$ cat src/rtl/wb_port_arbiter_pkg.sv
// Shared constants for the register-file write-back arbiter.
// Defaults mirror the core's register address/data widths.
package wb_port_arbiter_pkg;

  localparam int WB_NREQ         = 3;
  localparam int WB_STARVE_LIMIT = 4;
  localparam int REG_ADDR_W      = 5;
  localparam int REG_DATA_W      = 32;

  // Width of the round-robin pointer, which holds a port index 1..nreq-1.
  function automatic int rr_ptr_width(input int nreq);
    return (nreq > 2) ? $clog2(nreq) : 1;
  endfunction

endpackage

$ cat src/rtl/wb_rr_picker.sv
// Round-robin search over write-back ports 1..NREQ-1 starting at rr_ptr.
// Bit 0 of grant is never set; port 0 is handled by the arbiter itself.
module wb_rr_picker
  import wb_port_arbiter_pkg::*;
#(
  parameter int NREQ  = WB_NREQ,
  parameter int PTR_W = rr_ptr_width(NREQ)
) (
  input  logic [PTR_W-1:0] rr_ptr,
  input  logic [NREQ-1:0]  valid,
  output logic [NREQ-1:0]  grant,
  output logic             any_valid
);

  logic [NREQ-1:0] low_valid_s;
  logic [NREQ-1:0] hi_valid_s;
  logic [NREQ-1:0] cand_s;

  assign low_valid_s = valid & {{(NREQ-1){1'b1}}, 1'b0};
  assign any_valid   = |low_valid_s;

  // Prefer ports at or above rr_ptr, else wrap to the lowest valid port.
  always_comb begin
    hi_valid_s = '0;
    for (int i = 1; i < NREQ; i++) begin
      hi_valid_s[i] = low_valid_s[i] && (i >= int'(rr_ptr));
    end
    if (|hi_valid_s) begin
      cand_s = hi_valid_s;
    end else begin
      cand_s = low_valid_s;
    end
    grant = cand_s & (~cand_s + {{(NREQ-1){1'b0}}, 1'b1});
  end

endmodule

$ cat src/rtl/wb_port_arbiter.sv
// Shares the register file write port between the pipeline WB stage (port 0)
// and long-latency units, with a one-cycle registered write stage.
module wb_port_arbiter
  import wb_port_arbiter_pkg::*;
#(
  parameter int NREQ         = WB_NREQ,
  parameter int ADDR_W       = REG_ADDR_W,
  parameter int DATA_W       = REG_DATA_W,
  parameter int STARVE_LIMIT = WB_STARVE_LIMIT
) (
  input  logic                   clk,
  input  logic                   rst,
  input  logic [NREQ-1:0]        req_valid,
  output logic [NREQ-1:0]        req_ready,
  input  logic [NREQ*ADDR_W-1:0] req_waddr,
  input  logic [NREQ*DATA_W-1:0] req_wdata,
  output logic                   stall_o,
  output logic                   we_o,
  output logic [ADDR_W-1:0]      waddr_o,
  output logic [DATA_W-1:0]      wdata_o
);

  localparam int               PTR_W     = rr_ptr_width(NREQ);
  localparam logic [PTR_W-1:0] PTR_FIRST = PTR_W'(1);
  localparam logic [3:0]       LIMIT     = 4'(STARVE_LIMIT);

  logic [PTR_W-1:0]  rr_ptr_r;
  logic [PTR_W-1:0]  rr_ptr_nxt_s;
  logic [3:0]        starve_cnt_r;
  logic [NREQ-1:0]   rr_grant_s;
  logic [NREQ-1:0]   grant_s;
  logic              any_low_s;
  logic              forced_s;
  logic              stall_s;
  logic              xfer_s;
  logic              low_grant_s;
  logic [ADDR_W-1:0] sel_waddr_s;
  logic [DATA_W-1:0] sel_wdata_s;
  logic              we_r;
  logic [ADDR_W-1:0] waddr_r;
  logic [DATA_W-1:0] wdata_r;

  wb_rr_picker #(.NREQ(NREQ), .PTR_W(PTR_W)) u_picker (
    .rr_ptr    (rr_ptr_r),
    .valid     (req_valid),
    .grant     (rr_grant_s),
    .any_valid (any_low_s)
  );

  assign forced_s = (starve_cnt_r == LIMIT) && any_low_s;

  // Grant selection: forced low-port grant beats the pipeline, which beats round-robin.
  always_comb begin
    grant_s = '0;
    stall_s = 1'b0;
    if (rst) begin
      grant_s = '0;
    end else if (forced_s) begin
      grant_s = rr_grant_s;
      stall_s = 1'b1;
    end else if (req_valid[0]) begin
      grant_s = {{(NREQ-1){1'b0}}, 1'b1};
    end else begin
      grant_s = rr_grant_s;
    end
  end

  assign req_ready   = grant_s;
  assign stall_o     = stall_s;
  assign xfer_s      = |grant_s;
  assign low_grant_s = |grant_s[NREQ-1:1];

  // One-hot mux of the granted port's address/data and next round-robin pointer.
  always_comb begin
    sel_waddr_s  = '0;
    sel_wdata_s  = '0;
    rr_ptr_nxt_s = rr_ptr_r;
    for (int i = 0; i < NREQ; i++) begin
      if (grant_s[i]) begin
        sel_waddr_s = sel_waddr_s | req_waddr[i*ADDR_W +: ADDR_W];
        sel_wdata_s = sel_wdata_s | req_wdata[i*DATA_W +: DATA_W];
        if (i == 0) begin
          rr_ptr_nxt_s = rr_ptr_r;
        end else if (i == NREQ-1) begin
          rr_ptr_nxt_s = PTR_FIRST;
        end else begin
          rr_ptr_nxt_s = PTR_W'(i + 1);
        end
      end else begin
        sel_waddr_s = sel_waddr_s;
      end
    end
  end

  // Output write stage, round-robin pointer and starvation counter.
  always_ff @(posedge clk) begin
    if (rst) begin
      we_r         <= 1'b0;
      waddr_r      <= '0;
      wdata_r      <= '0;
      rr_ptr_r     <= PTR_FIRST;
      starve_cnt_r <= 4'd0;
    end else begin
      // r0 writes are consumed but never reach the register file.
      we_r     <= xfer_s && (sel_waddr_s != '0);
      rr_ptr_r <= rr_ptr_nxt_s;
      if (xfer_s) begin
        waddr_r <= sel_waddr_s;
        wdata_r <= sel_wdata_s;
      end else begin
        waddr_r <= waddr_r;
        wdata_r <= wdata_r;
      end
      if (low_grant_s) begin
        starve_cnt_r <= 4'd0;
      end else if (any_low_s && (starve_cnt_r != LIMIT)) begin
        starve_cnt_r <= starve_cnt_r + 4'd1;
      end else begin
        starve_cnt_r <= starve_cnt_r;
      end
    end
  end

  assign we_o    = we_r;
  assign waddr_o = waddr_r;
  assign wdata_o = wdata_r;

endmodule

$ cat config.mk
export PLATFORM = sky130hd
export DESIGN_NAME = wb_port_arbiter
export DESIGN_NICKNAME = d
export VERILOG_FILES = /design/src/rtl/wb_port_arbiter_pkg.sv /design/src/rtl/wb_rr_picker.sv /design/src/rtl/wb_port_arbiter.sv
export SDC_FILE = /design/constraint.sdc
export NUM_CORES = 1
export LEC_CHECK = 0
export CORE_MARGIN = 4
export CORE_UTILIZATION = 65
export CTS_BUF_LIST = sky130_fd_sc_hd__clkbuf_2
export DETAILED_ROUTE_END_ITERATION = 12
export DONT_BUFFER_PORTS = 1
export PLACE_DENSITY = 0.8
export SETUP_SLACK_MARGIN = 0.15
export SLEW_MARGIN = 0
export SYNTH_ARGS = -nofsm -noshare
export SYNTH_HDL_FRONTEND = slang
export SYNTH_SLANG_ARGS = --single-unit
$ cat constraint.sdc
create_clock -name clk -period 2.8 [get_ports clk]
set_input_delay 0.28 -clock clk [delete_from_list [all_inputs] [get_ports clk]]
set_output_delay 0.28 -clock clk [all_outputs]
set_load 0.02 [all_outputs]
**Word-level counts from Yosys, hierarchy flattened**

Index checks and enable logic that the tools add are counted.

- Reductions and logical operators: 11
- Order comparisons: 2
- $add $sub $neg: 2
- Equal/unequal tests: 2
- Mux-type cells: 12
- Bitwise operators: 6

Operators by type and width:

| kind | count |
|---|---|
| $mux 32 | 3 |
| $or 32x32->32 | 2 |
| $mux 5 | 3 |
| $mux 3 | 4 |
| $or 5x5->5 | 2 |
| $reduce_or 2->1 | 3 |
| $reduce_or 3->1 | 2 |
| $logic_and 1x1->1 | 5 |
| $reduce_bool 5->1 | 1 |
| $add 4x1->4 const B | 1 |
| $eq 4x3->1 const B | 1 |
| $ne 4x3->1 const B | 1 |
| $add 3x1->3 const B | 1 |
| $and 3x3->3 | 1 |
| $not 3->3 | 1 |
| $ge 1x2->1 const A | 1 |
| $ge 2x2->1 const A | 1 |
| $mux 1 | 2 |

- Input bits: 116
- Bits in registers: 44
- Logic and storage cells: 40
- Output and inout bits: 42

**Depth between registers and ports, before layout**

Gate-level depths: netlist of the first run.

- Word-level depth: 17
- Mapped depth: 9

**By module**

A second synthesis of the first run with hierarchy kept.

- Cell total of the unflattened synthesis: 262
- Area total of the unflattened synthesis: 2454.9 sq um

By module, submodules not included:

| module | area each (sq um) | times used | sequential area each (sq um) | cells each |
|---|---|---|---|---|
| wb_port_arbiter | 2407.3 | 1 | 880.8 | 255 |
| wb_rr_picker | 47.5 | 1 | 0.0 | 7 |

**Worst setup path after synthesis of the first run**

Ideal clock, no wire load.

- Path type: register to register
- Start: reg starve_cnt_r[0]
- End: reg wdata_r[0] (netlist: wdata_o[0])
- Slack: 840 ps
- Required time: 2726 ps
- Arrival time: 1885 ps
- Stages on the path, launching flop included: 10
- Clock period less this slack: 1960 ps
- Path through: dfxtp_1 > inv_1 > ha_1 > nor4bb_1 > o211a_1 > buf_2 > a211oi_4 > buf_6 > nand2_1 > a31oi_1

- Longest elaborated chain between the ends: 9

RTL lines:

| element | line | RTL |
|---|---|---|
| from (decl) | wb_port_arbiter.sv:29 | `logic [3:0] starve_cnt_r;` |
| from (signal assigned) | wb_port_arbiter.sv:117 | `starve_cnt_r <= starve_cnt_r + 4'd1;` |
| from (signal assigned) | wb_port_arbiter.sv:119 | `starve_cnt_r <= starve_cnt_r;` |
| $eq 4x3->1 * | wb_port_arbiter.sv:50 | `assign forced_s = (starve_cnt_r == LIMIT) && any_low_s;` |
| $logic_and 1x1->1 * | wb_port_arbiter.sv:50 |  |
| $mux 3 * | wb_port_arbiter.sv:58 | `end else if (forced_s) begin` |
| $mux 3 * | wb_port_arbiter.sv:56 | `if (rst) begin` |
| $mux 32 | wb_port_arbiter.sv:79 | `if (grant_s[i]) begin` |
| $or 32x32->32 | wb_port_arbiter.sv:81 | `sel_wdata_s = sel_wdata_s \| req_wdata[i*DATA_W +: DATA_W];` |
| $mux 32 | wb_port_arbiter.sv:79 |  |
| $or 32x32->32 | wb_port_arbiter.sv:81 |  |
| $mux 32 | wb_port_arbiter.sv:79 |  |
| to (signal assigned) | wb_port_arbiter.sv:109 | `wdata_r <= sel_wdata_s;` |
| to (signal assigned) | wb_port_arbiter.sv:112 | `wdata_r <= wdata_r;` |
| to (decl) | wb_port_arbiter.sv:41 | `logic [DATA_W-1:0] wdata_r;` |

Mark *: on every way between the ends. The rest lies on a longest branch, timed or not.
A chain may end at the register's enable or synchronous reset.

**Final worst setup path of the first run**

- Start: reg starve_cnt_r[0]
- End: out req_ready[1]

- Longest elaborated chain between the ends: 4

RTL lines:

| element | line | RTL |
|---|---|---|
| $eq 4x3->1 | wb_port_arbiter.sv:50 |  |
| $logic_and 1x1->1 | wb_port_arbiter.sv:50 |  |
| $mux 3 | wb_port_arbiter.sv:58 |  |
| $mux 3 | wb_port_arbiter.sv:56 |  |
| to (decl) | wb_port_arbiter.sv:14 | `output logic [NREQ-1:0] req_ready,` |

Every way passes these cells.

==> metrics.yaml, run 1 <==
outcome:
  status: "finished, final reports clean"
die:
  die_y_um: 65.3
  start_util_pct: 68.9
  dieArea_um2: 4270
  die_width_um: 65.3
  rows: 20
  io_pins: 158
  core-area_um2: 3100
cts:
  cts.path.max_buffers: 2
  cts.sinks: 44
  htree_num_levels: 2
  numCtsBuffers: 5
  clk_root_buffer_cell: "clkbuf_2"
  insertion_delay_ps: 430
  clkTransAtPathRegs_ps: 220
  tritoncts: "done"
synthesis:
  seq_area_frac_synth_pct: 41.2
  synthCells: 255
  synth_flop_cell: "dfxtp_1"
  avgSynthCellArea_um2: 8.38
  yosys_warnings: 0
  synth_area_leaders: "dfxtp_1, nand2_1, a221oi_1"
  synth_top_area_cell: "dfxtp_1"
  synth_cell_types: 36
  synth.top_cell.area_share_pct: 41.2
  syn_nets: 373
  netlist_area_um2: 2140
  synth_edf_count: 0
  synth_seq_cells: 44
  ys_async_sr_fraction_pct: 0
sta:
  finalCritPeriodShare_pct: 89.9
  clock.fmax_ghz: 0.397
  drv_slew: 0
  fin_skew_ps: 11.7
  setup-tns-final_ps: 0
  finalSetupViolCount: 0
  slew_headroom_pct: 56.7
  rsz0062_at_grt: "false"
  tightest_slew_ps: 644
  hold_viol: 0
  period_needed_ps: 2520
setup_path:
  cp_top_family: "compound AO/OA/AOI/OAI gates"
  crit_fanout: 16
  cp-start-kind: "flop"
  crit_type: "flop to output port"
  critPathMaxStageDelay_ps: 440
  critPathRequiredTime_ps: 2520
  cp-end-kind: "output port"
  crit_buf_inv: 2
  crit_chain: "inv_1 -> ha_1 -> nor4bb_1 -> o211a_2 -> buf_4"
  critPathSlowestCell: "o211a_2"
  crit_arrival_ps: 2240
worst_hold_path:
  hold_path_class: "input port to flop"
final_layout:
  final_nets: 400
  final_cell_mix: "nand2_1, dfxtp_1, dlygate4sd3_1, a21oi_1, o21ai_0"
  antenna_cells: 0
  final_common_cell: "nand2_1"
  syn2layout_area_growth_pct: 17.0
  drive_gt1_share_pct: 8.13
drt:
  drt_pass1_iterations: 7
  vias: 2227
  drc_errors: 0
  wl_mm: 7.17
  ant_nets: 0
  vias_per_cell: 6.81
  drt_iter0_drc: 259
  wl_per_cell_um: 21.9
pwr:
  clockPowerShare_pct: 21.0
  p_comb_share_pct: 17.5
  intPower_uw: 835
  switchingPower_uw: 418
  power_uw: 1250
  p_per_area_nw_per_um2: 501
  p_leak_uw: 0.000897
  peakVddDrop_mv: 0.316
  swShare_pct: 33.4
  power_frac_seq_pct: 61.5
job:
  maxCapViolCount: 0
grt:
  grt_max_degree: 26
  grt_pass1_wl_mm: 11.1
  grt_pass1_vias: 2233
  grt_overflow: 0
  antenna_found_initial: 0
  grt_usage_pct: 34.0
placed_design:
  port_buffers: 0
  gp_congestion: 0.870
  dp_hpwl_mm: 4.67
[cells in the mapped netlist, types with 4 or more instances]
| cell | count |
|---|---|
| o21ai_0 | 22 |
| inv_1 | 6 |
| dfxtp_1 | 44 |
| buf_2 | 5 |
| a31oi_1 | 11 |
| a21oi_1 | 27 |
| clkbuf_1 | 6 |
| a222oi_1 | 4 |
| nor2_1 | 12 |
| nand2_1 | 48 |
| a22oi_1 | 11 |
| a221oi_1 | 20 |
| buf_4 | 5 |
[worst paths after layout]
path,start,end,slack (ps),cells after the start
max,starve_cnt_r[0]$_SDFFE_PP0P_,req_ready[1],280,5
min,req_waddr[11],we_o$_SDFF_PP0_,7,2
min reg2reg,rr_ptr_r[0]$_SDFFE_PP1N_,rr_ptr_r[0]$_SDFFE_PP1N_,530,2
max reg2reg,starve_cnt_r[0]$_SDFFE_PP0P_,we_o$_SDFF_PP0_,470,7
[metal layers]
layer / GRT usage (%) / up-vias / routed length (µm)
met5: 0 / - / 0
met4: 20.5 / 0 / 327
met3: 9.57 / 31 / 753
met2: 57.6 / 170 / 3560
met1: 37.4 / 1023 / 2530
li1: - / 1003 / -
[cell type report]
type | count | area [µm²]
clock buffers | 5 | 25.0
clock inverters | 3 | 13.8
fillers | 223 | 602
inverters | 6 | 22.5
multi-input cells | 184 | 1120
flip-flops and latches | 44 | 881
well taps | 44 | 55.1
repair buffers | 41 | 388
[what timing repair did]
action,in CTS,in global routing
endpoints found under the setup margin,1,22
gates resized for setup,2,2
buffers inserted,0,1
cloned,0,0
pin swaps,0,1
hold endpoints to repair,38,0
hold buffers,32,0
[power by group through the flow]
stage	registers (µW)	clock network, µW	logic [µW]
floorplan	771	0	151
global route	776	287	246
finish	771	264	219
detailed placement	783	0	171
CTS	770	266	212
global placement	782	0	161
[cell families (layout without fill, tap and decap cells)]
family,after synthesis,in the layout,synth area share [%]
xor+xnor,3,3,1.23
simple gates,72,72,14.4
buf+inv,27,55,7.08
compound gates,107,107,34.9
fa+ha+maj,2,2,1.17
flops,44,44,41.2
[sequential cells by signal, summed over array words and instances, names as in the netlist]
signal,cells
starve_cnt_r,4
wdata_o,32
waddr_o,5
rr_ptr_r,2
we_o,1
[through the flow]
stage          area [µm²]  setup slack (ps)  utilization, %  cells  hold WS, ps
6_report             2500               283            80.6    327         7.01
3_5_place_dp         2130               358            68.7    286          356
2_1_floorplan        2140               840               -    255          414
4_1_cts              2490               202            80.3    326         6.01
3_3_place_gp         2130               528            68.7    286          353
5_1_grt              2500               175            80.6    327         11.2
Power figures use the tool's default switching activity.
==> run 2: changes to the inputs <==
CELL_PAD_IN_SITES_DETAIL_PLACEMENT = 1   (was not set)
CELL_PAD_IN_SITES_GLOBAL_PLACEMENT = 2   (was not set)
CORE_UTILIZATION = 33   (was 65)
==> run 2 against run 1 <==
  * Routed wire length rose by 6.1%
  * First-iteration DRC count fell by 64%
  * Cell count rose by 12%
  * Clock skew rose by 22 ps
  * Non-clock buffer count rose by 6
  * Highest routed layer unchanged
  * Combinational power rose by 6%
  * Via count fell by 2.1%
==> metrics.yaml, run 2 (synthesis gave the netlist of run 1 again) <==
pwr:
  p_leak_uw: 0.000949
  p_per_area_nw_per_um2: 518
  peakVddDrop_mv: 0.223
  power_uw: 1370
worst_hold_path:
  min_to: "wdata_o[20]$_SDFFE_PP0P_"
  min_path_cells: 2
  min_from: "req_wdata[84]"
  hold_path_class: "input port to flop"
die:
  core-area_um2: 6310
  die_width_um: 88.5
  dieArea_um2: 7830
  io_pins: 158
  start_util_pct: 33.8
  die_y_um: 88.5
  rows: 29
drt:
  wl_mm: 7.61
  m1WireLength_mm: 2.88
  vias_per_cell: 5.96
  vias: 2180
  drc_errors: 0
  dr.max_layer_used: "met4"
  wl_met2_mm: 3.87
  ant_nets: 0
  wl_per_cell_um: 20.8
  route.met3.wl_um: 810
  drt_iter0_drc: 93
  drt_pass1_iterations: 4
cts:
  cts.sinks: 44
  clkTransAtPathRegs_ps: 240
  tritoncts: "done"
  clk_root_buffer_cell: "clkbuf_2"
  insertion_delay_ps: 410
  numCtsBuffers: 5
  cts.path.max_buffers: 2
  htree_num_levels: 2
grt:
  grt_overflow: 0
  grt_pass1_wl_mm: 11.3
  grt_max_degree: 37
  grt_usage_pct: 18.7
  antenna_found_initial: 0
  grt_pass1_vias: 2268
sta:
  rsz0062_at_grt: "false"
  finalCritPeriodShare_pct: 89.6
  slew_headroom_pct: 53.1
  tightest_slew_ps: 701
  clock.fmax_ghz: 0.399
  fin_skew_ps: 33.5
  finalSetupViolCount: 0
  period_needed_ps: 2510
  hold_viol: 0
  setup-tns-final_ps: 0
  drv_slew: 0
setup_path:
  reg2reg_slack_ps: 290
  cp-start-kind: "flop"
  crit_type: "flop to flop"
  rr_endpoint: "we_o$_SDFF_PP0_"
  critPathRequiredTime_ps: 3120
  crit_arrival_ps: 2830
  cp-end-kind: "flop"
  r2r_cells: 8
  crit_fanout: 25
  timing.rr.start: "starve_cnt_r[0]$_SDFFE_PP0P_"
final_layout:
  final_nets: 406
  final_cell_mix: "nand2_1, dfxtp_1, dlygate4sd3_1, a21oi_1, o21ai_0"
  antenna_cells: 0
  num-fill-cells: 749
  largest_reg_flops: 32
  final_common_cell: "nand2_1"
  drive_gt1_share_pct: 8.65
  fin_util_pct: 41.9
  syn2layout_area_growth_pct: 23.7
job:
  maxCapViolCount: 0
placed_design:
  dp_hpwl_mm: 5.19
  gp_congestion: 0.680
  port_buffers: 0
outcome:
  status: "finished, final reports clean"
run 2: cell count changes in the layout (fill, tap and decap cells not counted), sizes merged:
cell         change
buf              +2
bufinv           +1
clkinv           -1
dlygate4sd3      +4
run 2: per-layer routing:
metal / global-route usage (%) / vias to the layer above
li1: - / 1013
met2: 34.1 / 116
met3: 6.70 / 5
met5: 0 / -
met1: 21.1 / 1046
met4: 3.30 / 0
run 2: worst max-delay path by stage:
stage	to	from	slack, ps
finish	we_o$_SDFF_PP0_	starve_cnt_r[0]$_SDFFE_PP0P_	290
global route	wdata_o[25]$_SDFFE_PP0P_	starve_cnt_r[0]$_SDFFE_PP0P_	160
CTS	req_ready[2]	starve_cnt_r[0]$_SDFFE_PP0P_	220
detailed placement	wdata_o[6]$_SDFFE_PP0P_	starve_cnt_r[0]$_SDFFE_PP0P_	540
global placement	req_ready[2]	starve_cnt_r[0]$_SDFFE_PP0P_	650
floorplan	wdata_o[0]$_SDFFE_PP0P_	starve_cnt_r[0]$_SDFFE_PP0P_	840
run 2: critical path: stages, from the launching register on:
cell	delay, ps
dfxtp_2	400
inv_1	50
ha_1	210
nor4bb_1	160
o211a_1	310
buf_6	220
a222oi_1	410
dlygate4sd3_1	610
nand4_1	70
run 2: per-stage QoR:
step | hold WS (ps) | area (µm²) | setup slack, ps | cells
floorplan | 414 | 2140 | 840 | 255
global placement | 352 | 2200 | 647 | 321
detailed placement | 356 | 2200 | 536 | 321
CTS | 1.76 | 2630 | 221 | 365
global route | 9.40 | 2640 | 157 | 366
finish | 19.9 | 2640 | 292 | 366
run 2: power by group:
part,internal [µW],switching [µW]
Clock,150,216
Sequential,679,92.9
Combinational,111,121
run 2: cell type report:
cell class / count / area, µm² / area share, %
clock buffers: 5 / 25.0 / 0.947
clock inverters: 3 / 42.5 / 1.61
inverters: 6 / 22.5 / 0.852
multi-input cells: 184 / 1110 / 42.2
flip-flops and latches: 44 / 883 / 33.4
well taps: 77 / 96.3 / 3.64
repair buffers: 47 / 459 / 17.4
run 2: what timing repair did:
item | in CTS | in global routing
buffers inserted | 0 | 1
setup endpoints to repair | 1 | 3
cloned | 0 | 0
pin swaps | 0 | 2
hold endpoints to repair | 38 | 0
gates resized for setup | 1 | 4
hold buffers | 36 | 0
